### src/rtl/emergency_alert_pkg.sv
// rtl/emergency_alert_pkg.sv - shared state types and alarm_mode encodings for the alert sequencer
package emergency_alert_pkg;

    typedef enum logic [2:0] {
        IDLE     = 3'd0,
        WARN     = 3'd1,
        EVAC     = 3'd2,
        LOCK     = 3'd3,
        CLEARING = 3'd4
    } mode_t;

    typedef enum logic [1:0] {
        D_IDLE = 2'd0,
        D_REQ  = 2'd1,
        D_DONE = 2'd2,
        D_FAIL = 2'd3
    } dispatch_t;

    localparam logic [1:0] ALARM_IDLE = 2'd0;
    localparam logic [1:0] ALARM_WARN = 2'd1;
    localparam logic [1:0] ALARM_EVAC = 2'd2;
    localparam logic [1:0] ALARM_LOCK = 2'd3;

    // CLEARING reports idle so the panel drops the mode as soon as release starts
    function automatic logic [1:0] modeToAlarm(input mode_t m);
        case (m)
            WARN:    return ALARM_WARN;
            EVAC:    return ALARM_EVAC;
            LOCK:    return ALARM_LOCK;
            default: return ALARM_IDLE;
        endcase
    endfunction

endpackage

### src/rtl/emergency_dispatch_handshake.sv
// rtl/emergency_dispatch_handshake.sv - authority dispatch request/ack handshake with timeout and retry
module emergency_dispatch_handshake
    import emergency_alert_pkg::*;
#(
    parameter int ACK_TIMEOUT = 32,
    parameter int MAX_RETRY   = 3
) (
    input  logic clk,
    input  logic reset,
    input  logic startPulse,
    input  logic relPulse,
    input  logic dispatchAck,
    output logic dispatchReq,
    output logic dispatchFail
);

    localparam int TW = $clog2(ACK_TIMEOUT) + 1;
    localparam int RW = $clog2(MAX_RETRY) + 1;
    localparam logic [TW-1:0] TIMER_LAST = TW'(ACK_TIMEOUT - 1);
    localparam logic [RW-1:0] RETRY_LAST = RW'(MAX_RETRY);

    dispatch_t       dState;
    dispatch_t       dNext;
    logic [TW-1:0]   timer;
    logic [RW-1:0]   retryCnt;
    logic            gap;
    logic            failSticky;
    logic            timeoutHit;
    logic            retriesSpent;

    // an ack in the timeout cycle wins, so the timeout only fires without one
    assign timeoutHit   = (dState == D_REQ) && !gap && (timer == TIMER_LAST) && !dispatchAck;
    assign retriesSpent = (retryCnt == RETRY_LAST);

    always_ff @(posedge clk or posedge reset) begin
        if (reset) begin
            dState <= D_IDLE;
        end else begin
            dState <= dNext;
        end
    end

    always_comb begin
        dNext = dState;
        unique case (dState)
            D_IDLE: if (startPulse) dNext = D_REQ;
            D_REQ: begin
                if (dispatchAck) begin
                    dNext = D_DONE;
                end else if (timeoutHit && retriesSpent) begin
                    dNext = D_FAIL;
                end
            end
            D_DONE: if (relPulse) dNext = D_IDLE;
            D_FAIL: if (relPulse) dNext = D_IDLE;
            default: dNext = D_IDLE;
        endcase
    end

    // gap marks the single low cycle between a timed-out attempt and its retry
    always_ff @(posedge clk or posedge reset) begin
        if (reset) begin
            timer    <= '0;
            retryCnt <= '0;
            gap      <= 1'b0;
        end else if (dState != D_REQ) begin
            timer    <= '0;
            retryCnt <= '0;
            gap      <= 1'b0;
        end else if (gap) begin
            timer <= '0;
            gap   <= 1'b0;
        end else if (timeoutHit) begin
            timer <= '0;
            gap   <= !retriesSpent;
            if (!retriesSpent) begin
                retryCnt <= retryCnt + 1'b1;
            end
        end else if (timer != TIMER_LAST) begin
            timer <= timer + 1'b1;
        end
    end

    always_ff @(posedge clk or posedge reset) begin
        if (reset) begin
            failSticky <= 1'b0;
        end else if (dState == D_REQ && dNext == D_FAIL) begin
            failSticky <= 1'b1;
        end
    end

    always_comb begin
        dispatchReq  = (dState == D_REQ) && !gap;
        dispatchFail = failSticky;
    end

endmodule

### src/rtl/emergency_alert_sequencer.sv
// rtl/emergency_alert_sequencer.sv - latches alarm mode, drives siren/strobe/PA cadence and dispatch link
// Optional build macro ALERT_TEST_MUTE_EN silences siren, PA and chime while is_system_test is high.
module emergency_alert_sequencer
    import emergency_alert_pkg::*;
#(
    parameter int EVAC_PERIOD = 16,
    parameter int LOCK_PERIOD = 4,
    parameter int CLEAR_HOLD  = 8,
    parameter int ACK_TIMEOUT = 32,
    parameter int MAX_RETRY   = 3
) (
    input  logic       clk,
    input  logic       reset,
    input  logic       warn_students,
    input  logic       need_evacuation,
    input  logic       lockdown_needed,
    input  logic       authority_contacted,
    input  logic       all_clear,
    input  logic       is_system_test,
    input  logic       dispatch_ack,
    output logic       siren,
    output logic       strobe,
    output logic       pa_lockdown,
    output logic       chime,
    output logic       dispatch_req,
    output logic       dispatch_fail,
    output logic [1:0] alarm_mode
);

    localparam int CAD_MAX = (EVAC_PERIOD > LOCK_PERIOD) ? EVAC_PERIOD : LOCK_PERIOD;
    localparam int CW      = $clog2(CAD_MAX) + 1;
    localparam int HW      = $clog2(CLEAR_HOLD) + 1;
    localparam logic [CW-1:0] EVAC_LAST = CW'(EVAC_PERIOD - 1);
    localparam logic [CW-1:0] LOCK_LAST = CW'(LOCK_PERIOD - 1);
    localparam logic [HW-1:0] HOLD_LAST = HW'(CLEAR_HOLD - 1);

    mode_t         modeState;
    mode_t         modeNext;
    logic [CW-1:0] cadCnt;
    logic [CW-1:0] periodLast;
    logic          sirenPhase;
    logic [HW-1:0] holdCnt;
    logic          chimeFlag;
    logic          acPrev;
    logic          alarmIn;
    logic          clearTick;
    logic          holdDone;
    logic          latched;
    logic          entering;
    logic          startPulse;
    logic          relPulse;
    logic          muteOut;
    logic          sirenRaw;
    logic          paRaw;
    logic          chimeRaw;

    // any live alarm input vetoes the all-clear run
    assign alarmIn   = warn_students | need_evacuation | lockdown_needed;
    assign clearTick = all_clear & ~alarmIn;
    assign holdDone  = clearTick && (holdCnt == HOLD_LAST);
    assign latched   = (modeState == WARN) || (modeState == EVAC) || (modeState == LOCK);
    assign entering  = (modeNext != modeState) &&
                       ((modeNext == WARN) || (modeNext == EVAC) || (modeNext == LOCK));

    always_ff @(posedge clk or posedge reset) begin
        if (reset) begin
            modeState <= IDLE;
        end else begin
            modeState <= modeNext;
        end
    end

    always_comb begin
        modeNext = modeState;
        unique case (modeState)
            IDLE: begin
                if (lockdown_needed)      modeNext = LOCK;
                else if (need_evacuation) modeNext = EVAC;
                else if (warn_students)   modeNext = WARN;
            end
            WARN: begin
                if (lockdown_needed)      modeNext = LOCK;
                else if (need_evacuation) modeNext = EVAC;
                else if (holdDone)        modeNext = CLEARING;
            end
            EVAC: begin
                if (lockdown_needed)      modeNext = LOCK;
                else if (holdDone)        modeNext = CLEARING;
            end
            LOCK:     if (holdDone) modeNext = CLEARING;
            CLEARING: modeNext = IDLE;
            default:  modeNext = IDLE;
        endcase
    end

    assign periodLast = (modeState == LOCK) ? LOCK_LAST : EVAC_LAST;

    // the siren phase restarts high on every escalation so each cadence begins audibly
    always_ff @(posedge clk or posedge reset) begin
        if (reset) begin
            cadCnt     <= '0;
            sirenPhase <= 1'b0;
        end else if (entering) begin
            cadCnt     <= '0;
            sirenPhase <= 1'b1;
        end else if (modeState == EVAC || modeState == LOCK) begin
            if (cadCnt == periodLast) begin
                cadCnt     <= '0;
                sirenPhase <= ~sirenPhase;
            end else begin
                cadCnt <= cadCnt + 1'b1;
            end
        end else begin
            cadCnt     <= '0;
            sirenPhase <= 1'b0;
        end
    end

    always_ff @(posedge clk or posedge reset) begin
        if (reset) begin
            holdCnt <= '0;
        end else if (latched && clearTick && !holdDone) begin
            holdCnt <= holdCnt + 1'b1;
        end else begin
            holdCnt <= '0;
        end
    end

    always_ff @(posedge clk or posedge reset) begin
        if (reset) begin
            chimeFlag <= 1'b0;
            acPrev    <= 1'b0;
        end else begin
            chimeFlag <= (modeState == IDLE) && (modeNext == WARN);
            acPrev    <= authority_contacted;
        end
    end

    always_comb begin
        sirenRaw   = 1'b0;
        strobe     = 1'b0;
        paRaw      = 1'b0;
        chimeRaw   = 1'b0;
        alarm_mode = modeToAlarm(modeState);
        case (modeState)
            WARN: begin
                strobe   = 1'b1;
                chimeRaw = chimeFlag;
            end
            EVAC: begin
                strobe   = 1'b1;
                sirenRaw = sirenPhase;
            end
            LOCK: begin
                strobe   = 1'b1;
                sirenRaw = sirenPhase;
                paRaw    = 1'b1;
            end
            default: ;
        endcase
    end

`ifdef ALERT_TEST_MUTE_EN
    assign muteOut = is_system_test;
`else
    assign muteOut = 1'b0;
`endif

    assign siren       = sirenRaw & ~muteOut;
    assign pa_lockdown = paRaw & ~muteOut;
    assign chime       = chimeRaw & ~muteOut;

    assign startPulse = authority_contacted & ~acPrev & ~is_system_test;
    assign relPulse   = (modeState == CLEARING);

    emergency_dispatch_handshake #(
        .ACK_TIMEOUT (ACK_TIMEOUT),
        .MAX_RETRY   (MAX_RETRY)
    ) u_dispatch (
        .clk          (clk),
        .reset        (reset),
        .startPulse   (startPulse),
        .relPulse     (relPulse),
        .dispatchAck  (dispatch_ack),
        .dispatchReq  (dispatch_req),
        .dispatchFail (dispatch_fail)
    );

endmodule

### config.mk
export PLATFORM = sky130hd
export DESIGN_NAME = emergency_alert_sequencer
export DESIGN_NICKNAME = d
export VERILOG_FILES = /design/src/rtl/emergency_alert_pkg.sv /design/src/rtl/emergency_dispatch_handshake.sv /design/src/rtl/emergency_alert_sequencer.sv
export SDC_FILE = /design/constraint.sdc
export NUM_CORES = 1
export LEC_CHECK = 0
export CAP_MARGIN = 10
export CORE_AREA = 2 2 57 59
export CTS_CLUSTER_DIAMETER = 200
export CTS_CLUSTER_SIZE = 20
export DETAILED_ROUTE_END_ITERATION = 10
export DIE_AREA = 0 0 59 61
export GPL_TIMING_DRIVEN = 0
export HOLD_SLACK_MARGIN = 0.02
export MAX_ROUTING_LAYER = met4
export PLACE_DENSITY = 0.78
export REMOVE_ABC_BUFFERS = 1
export SETUP_SLACK_MARGIN = 0.02
export SYNTH_ARGS = -nofsm -noshare
export SYNTH_HDL_FRONTEND = slang
export SYNTH_SLANG_ARGS = --single-unit
### constraint.sdc
create_clock -name clk -period 1.5 [get_ports clk]
set_clock_uncertainty 0.1 [all_clocks]
set_input_delay 0.3 -clock clk [delete_from_list [all_inputs] [get_ports clk]]
set_output_delay 0.3 -clock clk [all_outputs]
set_load 0.02 [all_outputs]
* After elaboration in Yosys (flattened, before gate mapping)
Index checks and enable logic that the tools add are counted.
** Operators by class
- Reductions and logical operators :: 27
- Div/mod/pow operators :: 0
- Eq/ne operators :: 21
- Muxes and demuxes :: 37
- Magnitude comparators :: 0
- Shift-type cells :: 0
- Multipliers :: 0
- $add $sub $neg :: 4
- Bitwise logic cells :: 9
** Operator list (count)
- $mux 3 :: 11
- $mux 6 :: 4
- $eq 3x2->1 const B :: 5
- $mux 5 :: 3
- $pmux 2 s3 :: 2
- $pmux 3 s4 :: 1
- $logic_and 1x1->1 :: 10
- $mux 1 :: 10
- $mux 2 :: 4
- $mux 4 :: 2
- $add 6x1->6 const B :: 1
- $eq 2x2->1 const B :: 3
- $eq 3x1->1 const B :: 2
- $eq 6x5->1 const B :: 1
- $ne 6x5->1 const B :: 1
- $add 5x1->5 const B :: 1
- $eq 5x4->1 :: 1
- $logic_or 1x1->1 :: 5
- $add 4x1->4 const B :: 1
- $eq 4x3->1 const B :: 1
- $logic_not 1->1 :: 4
- $ne 2x2->1 const B :: 2
- $not 1->1 :: 4
- $reduce_bool 4->1 :: 1
- other kinds (14) :: 18
** Word-level totals
- RAM bits :: 0
- Bits in latches :: 0
- Memories kept :: 0
- Register bits :: 28
- Output and inout port bits :: 8
- Input bits :: 9
- Memory bits (read-only) :: 0

* Longest topological paths before layout
- Depth in word-level cells :: 14
- Gate-level depth with buffers :: 5

* By module
A second synthesis with hierarchy kept.
** Second synthesis, totals
- Cells, all modules :: 151
- Area, all modules :: 1521.5 sq um
** Modules (own cells, without submodules)
- emergency_alert_sequencer :: area an instance 823.3 sq um, cells an instance 80, instances 1, seq. area each 375.4 sq um
- emergency_dispatch_handshake :: area an instance 698.2 sq um, cells an instance 71, instances 1, seq. area each 325.3 sq um

* Worst setup path after synthesis
Ideal clock, no wire load.
- Kind :: register -> output
- Start :: register modeState[2]
- End :: output pa_lockdown
- Setup slack :: -0.189 ns
- Arrival :: 1.289 ns
- Stages on the path, launching flop included :: 4
- Data required time :: 1.100 ns
- Path through :: dfrtp_1 -> clkbuf_1 -> nor2b_1 -> and2_1
** On the way
- Cells in the longest elaborated chain, start to end :: 2
** RTL lines
- start: declaration :: RTL line emergency_alert_sequencer.sv:37 : mode_t modeState;
- start signal: assignment :: RTL line emergency_alert_sequencer.sv:69 : modeState <= modeNext;
- $eq 3x2->1 :: RTL line emergency_alert_sequencer.sv:145 : case (modeState)
- $mux 1 :: RTL line emergency_alert_sequencer.sv:145
- end: declaration :: RTL line emergency_alert_sequencer.sv:23 : output logic pa_lockdown,
Every way passes these cells.

* Worst setup path in the final report
- Start :: register u_dispatch.dState[1]
- End :: register u_dispatch.dState[1]
** On the way
- Cells in the longest elaborated chain, start to end :: 8
** RTL lines
- start: declaration :: RTL line emergency_dispatch_handshake.sv:22 : dispatch_t dState;
- start signal: assignment :: RTL line emergency_dispatch_handshake.sv:39 : dState <= dNext;
- $eq 2x1->1 :: RTL line emergency_dispatch_handshake.sv:32, emergency_dispatch_handshake.sv:45
- $logic_and 1x1->1 (3 in series) :: RTL line emergency_dispatch_handshake.sv:32 : assign timeoutHit = (dState == D_REQ) && !gap && (timer == TIMER_LAST) && !dispatchAck;
- $logic_and 1x1->1 :: RTL line emergency_dispatch_handshake.sv:50 : end else if (timeoutHit && retriesSpent) begin
- $mux 2 :: RTL line emergency_dispatch_handshake.sv:50
- $mux 2 :: RTL line emergency_dispatch_handshake.sv:48 : if (dispatchAck) begin
- $pmux 2 s3 * :: RTL line emergency_dispatch_handshake.sv:45 : unique case (dState)
- via u_dispatch.dNext[1] :: RTL line emergency_dispatch_handshake.sv:23 : dispatch_t dNext;
Mark *: on every way through the listed nets, which the timed path passes. The rest lies on a longest branch.
A chain may end at the register's enable or synchronous reset.

==> results.md <==
- Clock transition at path regs: 0.16 ns
- Clock Tree Root: clkbuf_4
- Status: finished, violations left
- Drt drc: 0
- Ys async rst share: 100%
- GRT overflow: 0
- Post-Route WL: 3.30 mm
- Ys flop type: dfrtp_1
- Number of buffers inserted by port buffering: 16
- Largest net degree at the start of global routing: 29
- Maximum vdd drop: 596 uV
- Final hold viol count: 0
- GPL Wtd Cong: 0.767
- Failing checks: negative setup slack
- Sequential fraction of the synthesis area: 49.5%
- Chip Height: 61 um
- Max FO, Critical Path: 5
- Max transition margin: 59.3%
- Drt pass-1 iters: 4
- CP Launch Type: flop
- Max_cap viols: 0
- DRT iter0 DRCs: 35
- Fin. max-slew vios: 0
- Post-detail-place hpwl: 1.85 mm
- CTS tree: done
- Final worst setup slack: -0.186 ns
- Worst hold-check path type: in2async
- Delay of the slowest cell on the worst path: 0.42 ns
- Initial antenna violation count: 0
- Util after Layout: 68.6%
- Leakage power: 0.923 nW
- First-pass GRT wire length: 5.22 mm
- Num rows: 20
- Clock Tree Buf Depth: 2
- Crit path kind: reg2reg
- Post-Synthesis Cells: 138
- Vias in the first global route: 1155
- CTS Sinks: 28
- Initial Utilization: 48.0%
- Slew @ Worst Pin: 0.609 ns
- Slowest library cell on the worst path: dfrtp_1
- Fin crit period: 1.69 ns
- Io pins: 17
- Post-synth top area cell: dfrtp_1
- RSZ-0062 raised after global routing: yes
- Die width: 59 um
- Critical path arrival: 1.86 ns
- CP endpoint kind: flop
- Core Box Area: 0.00295 mm^2
- Area growth syn-to-layout: 43.0%
- Die ar.: 0.00360 mm^2
- Number of distinct library cells after synthesis: 39
- Yosys top cell area share: 49.5%
- Worst skew pair latency: 0.33 ns
- Layout cell share with drive strength beyond 1: 37.0%
- Synthesized flop and latch total: 28
- Final setup violation count: 22
- Top-count cell post-synth: dfrtp_1
- Clock buffer count from CTS: 3
- Nets: 199
- Crit share post-route: 112%
- H-Tree Depth: 1
- WL/cell: 15.2 um
- Antenna Nets Post-Route: 0
- Gr usage total: 19.5%
- Synth Area per Inst: 10.3 um^2
- Critical Path RT: 1.67 ns
- Pwr Density: 1180 mW/mm^2
- Post-synth top cells: dfrtp_1, nor2_1, inv_1, nand2_1, nand3_1
- Synthesized area: 0.00142 mm^2
- Largest cells by area after synthesis: dfrtp_1, nor2_1, ha_1, xor2_1, nand3_1
- Ant. Diodes: 0
- Fmax: 593 MHz
- Crit-path cells: nand2b_4 -> buf_6 -> nor4_4 -> buf_4 -> a21oi_2 -> o21bai_1
- Syn. warnings: 0
- Total power: 2.39 mW
- EDFF count, synth: 0
- Via density per instance: 5.34
- DR vias: 1159
[repair_timing]
| item | in CTS | in global routing |
|---|---|---|
| gates resized for setup | 62 | 19 |
| endpoints found under the hold margin | 0 | 0 |
| endpoints found under the setup margin | 28 | 30 |
| setup buffers | 21 | 7 |
| pin swaps | 10 | 19 |
| hold buffers | 0 | 0 |
[worst max-delay path: cells and delay by family (launching register included)]
| kind | cells | cell delay [ns] |
|---|---|---|
| AO/OA/AOI/OAI | 2 | 0.18 |
| flip-flops | 1 | 0.42 |
| AND/OR/NAND/NOR | 2 | 0.58 |
| buffers and inverters | 2 | 0.33 |
[state kept, by name (all words and copies together) (netlist names)]
name / count
u_dispatch.gap: 1
modeState: 3
chimeFlag: 1
sirenPhase: 1
holdCnt: 4
u_dispatch.timer: 6
cadCnt: 5
u_dispatch.dState: 2
u_dispatch.dispatchFail: 1
acPrev: 1
u_dispatch.retryCnt: 3
[cell type report]
| cell class | count | area, um^2 |
|---|---|---|
| fillers | 213 | 927 |
| well taps | 33 | 41.3 |
| clock inverters | 1 | 30.0 |
| multi-input cells | 99 | 786 |
| repair buffers | 44 | 402 |
| clock buffers | 3 | 22.5 |
| flip-flops and latches | 28 | 707 |
| inverters | 9 | 37.5 |
[metal layers]
metal  vias to the layer above  wire length [um]  part of all wire, %  GRT usage (%)
met4                         0                12                 0.36           5.19
met3                         2               116                  3.5           2.56
met5                         -                 0                    0              -
met2                        20              1740                   53           32.1
met1                       571              1430                   43           25.6
li1                        566                 -                    -              -
[stage by stage]
step                      hold WS, ns  setup slack, ns  setup TNS, ns  std cells  area, um^2
after global routing            0.305           -0.271          -3.92        217        2030
after CTS                       0.326           -0.182          -1.88        210        1900
after global placement          0.344           -0.444         -10.98        185        1610
final                           0.266           -0.186          -2.19        217        2030
after floorplan                 0.231           -0.137         -0.404        136        1410
after detailed placement        0.358           -0.480         -12.58        185        1610
[placed cells by master, fill, tap and decap left out, drive strengths merged, types with 2 or more instances in the layout]
master	count
buf	35
dfrtp	28
nor2	20
nand2	9
nand3	9
inv	8
clkdlybuf4s50	8
o21ai	7
xor2	6
nand2b	5
ha	5
xnor2	4
nor2b	4
a21oi	3
mux2i	3
clkbuf	3
nand3b	2
nand4b	2
a31o	2
a21boi	2
nor4	2
and2	2
[worst paths after layout]
check                                          startpoint                             end  slack (ns)  cells past startpoint
hold reg to reg                      holdCnt[0]$_DFF_PP0_            holdCnt[0]$_DFF_PP0_        0.38                      1
hold / removal                                      reset             cadCnt[0]$_DFF_PP0_        0.27                      2
min in group clk                      authority_contacted                acPrev$_DFF_PP0_        0.34                      1
setup reg to reg           u_dispatch.dState[1]$_DFF_PP0_  u_dispatch.dState[1]$_DFF_PP0_       -0.19                      6
max in group asynchronous                           reset          modeState[2]$_DFF_PP0_        0.65                      2
setup / recovery           u_dispatch.dState[1]$_DFF_PP0_  u_dispatch.dState[1]$_DFF_PP0_       -0.19                      6
[cells by family (layout without fill, tap and decap cells)]
kind of cell,Yosys count,in the layout,share of synthesized area (%)
mux,3,3,2.12
compound gates,20,20,9.98
fa+ha+maj,5,5,4.42
flops,28,28,49.5
buf+inv,11,57,3.00
simple gates,61,61,24.8
xor+xnor,10,10,6.18
[report_power, final]
part           leakage (nW)  internal (mW)  switching, mW
logic                 0.533          0.513          0.408
clock network        0.0279          0.270          0.227
registers             0.362          0.867          0.109
(Power assumes the default switching activity.)
